File: config.mk
export PLATFORM = sky130hd
export DESIGN_NAME = mat_op_seq
export DESIGN_NICKNAME = d
export VERILOG_FILES = /design/src/rtl/mat_op_seq.sv
export SDC_FILE = /design/constraint.sdc
export NUM_CORES = 1
export LEC_CHECK = 0
export BUFFER_PORTS_ARGS = -buffer_cell sky130_fd_sc_hd__clkbuf_2
export CAP_MARGIN = 5
export CELL_PAD_IN_SITES_DETAIL_PLACEMENT = 2
export CELL_PAD_IN_SITES_GLOBAL_PLACEMENT = 2
export CORE_MARGIN = 1.5
export CORE_UTILIZATION = 35
export DETAILED_ROUTE_END_ITERATION = 6
export HOLD_SLACK_MARGIN = 0.15
export PLACE_DENSITY_LB_ADDON = 0.1
export SETUP_SLACK_MARGIN = 0.05
export SLEW_MARGIN = 30
export SYNTH_ARGS = -nofsm -noshare
export SYNTH_HDL_FRONTEND = slang
export SYNTH_SLANG_ARGS = --single-unit
File: constraint.sdc
create_clock -name clk -period 5.99 [get_ports clk]
set_input_delay 1.198 -clock clk [delete_from_list [all_inputs] [get_ports clk]]
set_output_delay 1.198 -clock clk [all_outputs]
set_load 0.03 [all_outputs]
File: src/rtl/mat_op_seq.sv
// Matrix operation sequencer: reads A/B elements from the matrix store one at a time,
// computes each result element and writes it to the result buffer with a ready handshake.
module mat_op_seq #(
  parameter int DATA_W  = 8,
  parameter int ACC_W   = 20,
  parameter int MAX_DIM = 5,
  parameter int ADDR_W  = 5
) (
  input  logic              clk,
  input  logic              rst,
  input  logic              start_op,
  input  logic [2:0]        op_sel,
  input  logic [2:0]        a_rows,
  input  logic [2:0]        a_cols,
  input  logic [2:0]        b_rows,
  input  logic [2:0]        b_cols,
  input  logic [DATA_W-1:0] scalar,
  output logic              rd_req,
  output logic              rd_sel,
  output logic [ADDR_W-1:0] rd_addr,
  input  logic [DATA_W-1:0] rd_data,
  input  logic              rd_valid,
  output logic              wr_en,
  output logic [ADDR_W-1:0] wr_addr,
  output logic [ACC_W-1:0]  wr_data,
  input  logic              wr_ready,
  output logic [2:0]        res_rows,
  output logic [2:0]        res_cols,
  output logic              busy_flag,
  output logic              done_flag,
  output logic              error_flag
);

  typedef enum logic [3:0] {
    IDLE, CHECK, RD_A, WAIT_A, RD_B, WAIT_B, CALC, WRITE, NEXT, DONE, ERR
  } state_t;

  localparam logic [2:0] OP_ADD = 3'd0;
  localparam logic [2:0] OP_SUB = 3'd1;
  localparam logic [2:0] OP_SCL = 3'd2;
  localparam logic [2:0] OP_TRN = 3'd3;
  localparam logic [2:0] OP_MUL = 3'd4;

  function automatic logic [ADDR_W-1:0] rc_addr(input logic [2:0] r, input logic [2:0] c,
                                                 input logic [2:0] cols);
    return ADDR_W'(r) * ADDR_W'(cols) + ADDR_W'(c);
  endfunction

  function automatic logic dim_ok(input logic [2:0] d);
    return (d != 3'd0) && (int'(d) <= MAX_DIM);
  endfunction

  function automatic logic [ACC_W-1:0] sext(input logic [DATA_W-1:0] v);
    return {{(ACC_W-DATA_W){v[DATA_W-1]}}, v};
  endfunction

  // Transpose walks A column-wise; mul walks A along row i, B along column j.
  function automatic logic [ADDR_W-1:0] a_addr_f(input logic [2:0] op, input logic [2:0] i,
                                                  input logic [2:0] j, input logic [2:0] k,
                                                  input logic [2:0] acols);
    case (op)
      OP_TRN:  return rc_addr(j, i, acols);
      OP_MUL:  return rc_addr(i, k, acols);
      default: return rc_addr(i, j, acols);
    endcase
  endfunction

  function automatic logic [ADDR_W-1:0] b_addr_f(input logic [2:0] op, input logic [2:0] i,
                                                  input logic [2:0] j, input logic [2:0] k,
                                                  input logic [2:0] bcols);
    case (op)
      OP_MUL:  return rc_addr(k, j, bcols);
      default: return rc_addr(i, j, bcols);
    endcase
  endfunction

  state_t              state_r;
  logic [2:0]          op_r, a_rows_r, a_cols_r, b_rows_r, b_cols_r;
  logic [DATA_W-1:0]   scalar_r, a_val_r, b_val_r;
  logic [2:0]          i_r, j_r, k_r;
  logic [ACC_W-1:0]    acc_r;
  logic                last_r;

  logic                check_ok_s, needs_b_s, last_s, k_last_s;
  logic [2:0]          res_rows_s, res_cols_s;
  logic [ACC_W-1:0]    a_ext_s, b_ext_s, s_ext_s, acc_base_s, calc_s;

  // Operand legality and result shape for the latched operation.
  always_comb begin
    check_ok_s = 1'b0;
    res_rows_s = a_rows_r;
    res_cols_s = a_cols_r;
    needs_b_s  = 1'b0;
    case (op_r)
      OP_ADD, OP_SUB: begin
        check_ok_s = dim_ok(a_rows_r) && dim_ok(a_cols_r) && dim_ok(b_rows_r) && dim_ok(b_cols_r)
                     && (a_rows_r == b_rows_r) && (a_cols_r == b_cols_r);
        needs_b_s  = 1'b1;
      end
      OP_SCL: check_ok_s = dim_ok(a_rows_r) && dim_ok(a_cols_r);
      OP_TRN: begin
        check_ok_s = dim_ok(a_rows_r) && dim_ok(a_cols_r);
        res_rows_s = a_cols_r;
        res_cols_s = a_rows_r;
      end
      OP_MUL: begin
        check_ok_s = dim_ok(a_rows_r) && dim_ok(a_cols_r) && dim_ok(b_rows_r) && dim_ok(b_cols_r)
                     && (a_cols_r == b_rows_r);
        res_cols_s = b_cols_r;
        needs_b_s  = 1'b1;
      end
      default: check_ok_s = 1'b0;
    endcase
  end

  // Element arithmetic; everything wraps modulo 2^ACC_W.
  always_comb begin
    a_ext_s    = sext(a_val_r);
    b_ext_s    = sext(b_val_r);
    s_ext_s    = sext(scalar_r);
    if (k_r == 3'd0) begin
      acc_base_s = {ACC_W{1'b0}};
    end else begin
      acc_base_s = acc_r;
    end
    case (op_r)
      OP_ADD:  calc_s = a_ext_s + b_ext_s;
      OP_SUB:  calc_s = a_ext_s - b_ext_s;
      OP_SCL:  calc_s = a_ext_s * s_ext_s;
      OP_TRN:  calc_s = a_ext_s;
      OP_MUL:  calc_s = acc_base_s + a_ext_s * b_ext_s;
      default: calc_s = a_ext_s;
    endcase
  end

  // Loop-end detection for the element and inner-product counters.
  always_comb begin
    last_s   = (i_r == res_rows - 3'd1) && (j_r == res_cols - 3'd1);
    k_last_s = (k_r == a_cols_r - 3'd1);
  end

  // Sequencer FSM with all outputs registered.
  always_ff @(posedge clk) begin
    if (rst) begin
      state_r    <= IDLE;
      op_r       <= 3'd0;
      a_rows_r   <= 3'd0;
      a_cols_r   <= 3'd0;
      b_rows_r   <= 3'd0;
      b_cols_r   <= 3'd0;
      scalar_r   <= {DATA_W{1'b0}};
      a_val_r    <= {DATA_W{1'b0}};
      b_val_r    <= {DATA_W{1'b0}};
      i_r        <= 3'd0;
      j_r        <= 3'd0;
      k_r        <= 3'd0;
      acc_r      <= {ACC_W{1'b0}};
      last_r     <= 1'b0;
      rd_req     <= 1'b0;
      rd_sel     <= 1'b0;
      rd_addr    <= {ADDR_W{1'b0}};
      wr_en      <= 1'b0;
      wr_addr    <= {ADDR_W{1'b0}};
      wr_data    <= {ACC_W{1'b0}};
      res_rows   <= 3'd0;
      res_cols   <= 3'd0;
      busy_flag  <= 1'b0;
      done_flag  <= 1'b0;
      error_flag <= 1'b0;
    end else begin
      rd_req     <= 1'b0;
      done_flag  <= 1'b0;
      error_flag <= 1'b0;
      case (state_r)
        IDLE: begin
          if (start_op) begin
            op_r      <= op_sel;
            a_rows_r  <= a_rows;
            a_cols_r  <= a_cols;
            b_rows_r  <= b_rows;
            b_cols_r  <= b_cols;
            scalar_r  <= scalar;
            busy_flag <= 1'b1;
            state_r   <= CHECK;
          end
        end
        CHECK: begin
          rd_sel <= 1'b0;
          if (check_ok_s) begin
            res_rows <= res_rows_s;
            res_cols <= res_cols_s;
            i_r      <= 3'd0;
            j_r      <= 3'd0;
            k_r      <= 3'd0;
            rd_req   <= 1'b1;
            rd_addr  <= a_addr_f(op_r, 3'd0, 3'd0, 3'd0, a_cols_r);
            state_r  <= RD_A;
          end else begin
            res_rows   <= 3'd0;
            res_cols   <= 3'd0;
            error_flag <= 1'b1;
            state_r    <= ERR;
          end
        end
        RD_A: state_r <= WAIT_A;
        WAIT_A: begin
          if (rd_valid) begin
            a_val_r <= rd_data;
            if (needs_b_s) begin
              rd_req  <= 1'b1;
              rd_sel  <= 1'b1;
              rd_addr <= b_addr_f(op_r, i_r, j_r, k_r, b_cols_r);
              state_r <= RD_B;
            end else begin
              state_r <= CALC;
            end
          end
        end
        RD_B: state_r <= WAIT_B;
        WAIT_B: begin
          if (rd_valid) begin
            b_val_r <= rd_data;
            state_r <= CALC;
          end
        end
        CALC: begin
          acc_r <= calc_s;
          if ((op_r == OP_MUL) && !k_last_s) begin
            k_r     <= k_r + 3'd1;
            rd_req  <= 1'b1;
            rd_sel  <= 1'b0;
            rd_addr <= a_addr_f(op_r, i_r, j_r, k_r + 3'd1, a_cols_r);
            state_r <= RD_A;
          end else begin
            wr_en   <= 1'b1;
            wr_addr <= rc_addr(i_r, j_r, res_cols);
            wr_data <= calc_s;
            state_r <= WRITE;
          end
        end
        WRITE: begin
          // Counters advance on acceptance so NEXT already sees the new (i,j).
          if (wr_ready) begin
            wr_en  <= 1'b0;
            last_r <= last_s;
            k_r    <= 3'd0;
            if (j_r == res_cols - 3'd1) begin
              j_r <= 3'd0;
              i_r <= i_r + 3'd1;
            end else begin
              j_r <= j_r + 3'd1;
            end
            state_r <= NEXT;
          end
        end
        NEXT: begin
          if (last_r) begin
            done_flag <= 1'b1;
            state_r   <= DONE;
          end else begin
            rd_req  <= 1'b1;
            rd_sel  <= 1'b0;
            rd_addr <= a_addr_f(op_r, i_r, j_r, 3'd0, a_cols_r);
            state_r <= RD_A;
          end
        end
        DONE: begin
          busy_flag <= 1'b0;
          state_r   <= IDLE;
        end
        ERR: begin
          busy_flag <= 1'b0;
          state_r   <= IDLE;
        end
        default: begin
          busy_flag <= 1'b0;
          wr_en     <= 1'b0;
          state_r   <= IDLE;
        end
      endcase
    end
  end

endmodule

==> impl_results.md <==
- Ant. Diodes: 0
- Clock Tree Buf Depth: 2
- Rows: 71
- F_max: 170 MHz
- Hold Slack: 0.455 ns
- Port buffer count: 77
- Critical Path RT: 6.35 ns
- TritonCTS Sinks: 115
- Tmin final: 5.87 ns
- Worst Tran Pin Value: 0.893 ns
- RSZ-0062 raised after global routing: yes
- Post-Syn Area per Cell: 8.09 µm²
- Core Area: 37800 µm²
- Hold Path Class: reg -> reg
- Final hold violations: 0
- DRC: 0
- Pin count of the biggest net entering global routing: 69
- Initial DRT Pass Iterations: 4
- Routed vias/inst: 5.23
- Crit path kind: reg -> reg
- Mapped Cells: 1675
- WL/cell: 20.8 µm
- Synth top area share: 19.1%
- Setup TNS: 0 ns
- Final WS setup: 0.120 ns
- Comb power frac: 33.1%
- Sequential area share after synthesis: 17.0%
- Psw: 0.00128 W
- First-pass GRT wire length: 75.0 mm
- Clock root buffer: clkbuf_16
- Clock share of power: 34.1%
- Max-cap violation count: 0
- Nature of the critical path endpoint: flop
- CTS Buf Count: 17
- Area contributors post-synth: fa_1 19%, dfxtp_1 17%, ha_1 13%
- Share of post-route cells with drive strength above 1: 16.6%
- Status: finished clean
- Skew final: 0.0113 ns
- Layout fillers: 4311
- Slew HR: 40.3%
- CTS H-Tree Depth: 4
- Seq pwr share: 32.9%
- Number of synthesized flops with an enable pin: 0
- Yosys warning total: 0
- Pwr Density: 191 nW/µm²
- Crit path max fanout: 6
- Vias: 12041
- Syn Nets: 1984
- Die width: 200 µm
- Antenna-violating nets left: 0
- Area leader, netlist: fa_1
- Async S/R FF share, synth: 0%
- Chip height: 200 µm
- Initial antenna violation count: 0
- GRT overflow: 0
- Top FF cell, synth: dfxtp_1
- Post-DP HPWL: 37.1 mm
- Io pins: 78
- Startpoint Class: flop
- Fin nets: 2088
- Hold Buf Count CTS: 0
- Post-synth cell types: 69
- Final number of max-transition violations: 0
- Clock transition at path regs: 0.07 ns
- Crit-path slowest cell: fa_1
- CP delay by family, top: adder cells
- Maximum vdd drop: 0.178 mV
- Final Cycle Share: 98.0%
- Vias in the first global route: 13322
- Area Growth Syn to Fin: 17.7%
- Drt initial violations: 386
- Most common cell on crit path: fa_1
- Routed WL: 48.0 mm
- CTS tree: built
- Initial core utilization: 35.8%
- Place WS: -0.146 ns
- GP Congestion: 0.855
- Final setup vio count: 0
- Mapped Area: 13500 µm²
- GRT Resource Usage Total: 24.8%
- Switching Share: 41.9%
- Die area: 39900 µm²
- Arr. time, crit path: 6.23 ns
- Leakage: 7.37 nW
- Number of synthesized register bits: 115
- CP peak stage delay: 0.53 ns
- Buf+Inv Stages, Crit Path: 6
- Cell internal pwr: 0.00177 W
- Clock Latency Late Sink: 0.44 ns
## repair_timing
item                                    CTS  global route
buffers inserted                          3            18
resized for setup                        21            94
pin swaps                                 8            56
endpoints found under the setup margin   14            17
## worst reg2reg max path, delay by kind of cell (launching register included)
kind / cells / cell delay (ns)
muxes: 1 / 0.09
AOI/OAI and AO/OA: 11 / 1.70
buffers and inverters: 6 / 0.71
DFF: 1 / 0.39
xor gates and xnor gates: 1 / 0.10
adders and majority gates: 6 / 2.44
and+or+nand+nor: 3 / 0.37
## path summary, 6_finish.rpt
kind	endpoint	slack, ns	from	depth (start not counted)
setup / recovery	acc_r[17]$_SDFFE_PP0P_	0.12	a_val_r[3]$_SDFFE_PP0P_	28
hold reg to reg	acc_r[4]$_SDFFE_PP0P_	0.46	acc_r[4]$_SDFFE_PP0P_	2
hold / removal	acc_r[4]$_SDFFE_PP0P_	0.46	acc_r[4]$_SDFFE_PP0P_	2
setup reg to reg	acc_r[17]$_SDFFE_PP0P_	0.12	a_val_r[3]$_SDFFE_PP0P_	28
## cells in the final DEF (no fill, tap or decap), types with 7 or more instances in the layout
cell,Yosys,routed
inv_1,215,201
nand2_1,170,167
nor2_1,143,138
a21oi_1,148,136
fa_1,129,128
ha_1,144,126
dfxtp_1,115,102
and2_1,106,101
buf_4,0,77
clkbuf_2,1,76
xnor2_1,61,61
o21ai_0,46,43
a211oi_1,45,40
nor3_1,34,31
xor2_1,30,29
a21o_1,20,20
mux2i_1,19,19
nand3_1,18,18
clkbuf_16,0,17
inv_2,1,15
nand2b_1,15,15
a21oi_2,1,12
ha_4,0,11
o211ai_1,10,10
or3_1,10,10
o21bai_1,10,9
nor2b_1,9,9
dfxtp_4,0,9
o21a_1,8,8
o22ai_1,7,7
ha_2,0,7
## metal layers
metal	vias up	wire length, µm	global-route usage, %
li1	5745	-	-
met1	6134	21100	30.8
met2	117	24800	45.4
met3	45	1040	2.74
met4	0	1010	6.54
met5	-	0	0
## registers in the layout (all words and copies together) (netlist names), 3 cells and up
name and count:
a_cols_r 3, a_rows_r 3, a_val_r 8, acc_r 20, b_cols_r 3, b_rows_r 3, b_val_r 8, i_r 3
j_r 3, k_r 3, op_r 3, rd_addr 5, res_cols 3, res_rows 3, scalar_r 8, state_r 4
wr_addr 5, wr_data 20
## power groups by stage
stage,combinational [W],sequential [W],clock (W)
after floorplan,0.000679,0.000963,0
after global placement,0.000971,0.00102,0
after detailed placement,0.00100,0.00102,0
after CTS,0.00101,0.00100,0.00107
after global routing,0.00112,0.00102,0.00109
final,0.00101,0.00100,0.00104
## per-stage QoR
step	cell area [µm²]	util (%)	total power, W	instances
after CTS	15400	40.8	0.00308	2285
after global placement	14800	39.0	0.00199	2250
after global routing	16000	42.2	0.00323	2303
after detailed placement	14800	39.0	0.00202	2250
final	16000	42.2	0.00305	2303
after floorplan	13600	-	0.00164	1675
## cells by family (layout without fill, tap and decap cells)
kind of cell             Yosys count  after routing  share of synthesized area (%)
adder cells (fa/ha/maj)          273            273                           32.4
AND/OR/NAND/NOR                  532            532                           18.5
multiplexers                      19             19                           1.40
XOR/XNOR                          94             94                           6.29
flip-flops                       115            115                           17.0
AO/OA/AOI/OAI                    352            352                           16.4
buffers and inverters            290            407                           8.08
## Yosys cell counts, types with 7 or more instances
master    number
o21ai_0       46
inv_1        215
o211ai_1      10
mux2i_1       19
a21o_1        20
a211oi_1      45
nor2_1       143
nand3_1       18
nor3_1        34
fa_1         129
xor2_1        30
dfxtp_1      115
xnor2_1       61
o21a_1         8
nand2b_1      15
nor2b_1        9
o22ai_1        7
nand2_1      170
and2_1       106
o21bai_1      10
a21oi_1      148
ha_1         144
clkbuf_1      65
or3_1         10
## area by class of cell
cell class | instances | area [µm²] | share of cell area (%)
clock inverters | 12 | 121 | 0.761
multi-input cells | 1270 | 10600 | 66.2
inverters | 217 | 815 | 5.11
well taps | 511 | 639 | 4.01
clock buffers | 20 | 457 | 2.86
flip-flops and latches | 115 | 2340 | 14.7
repair buffers | 158 | 1020 | 6.41
Note: power is estimated with default switching activity, not from simulation.
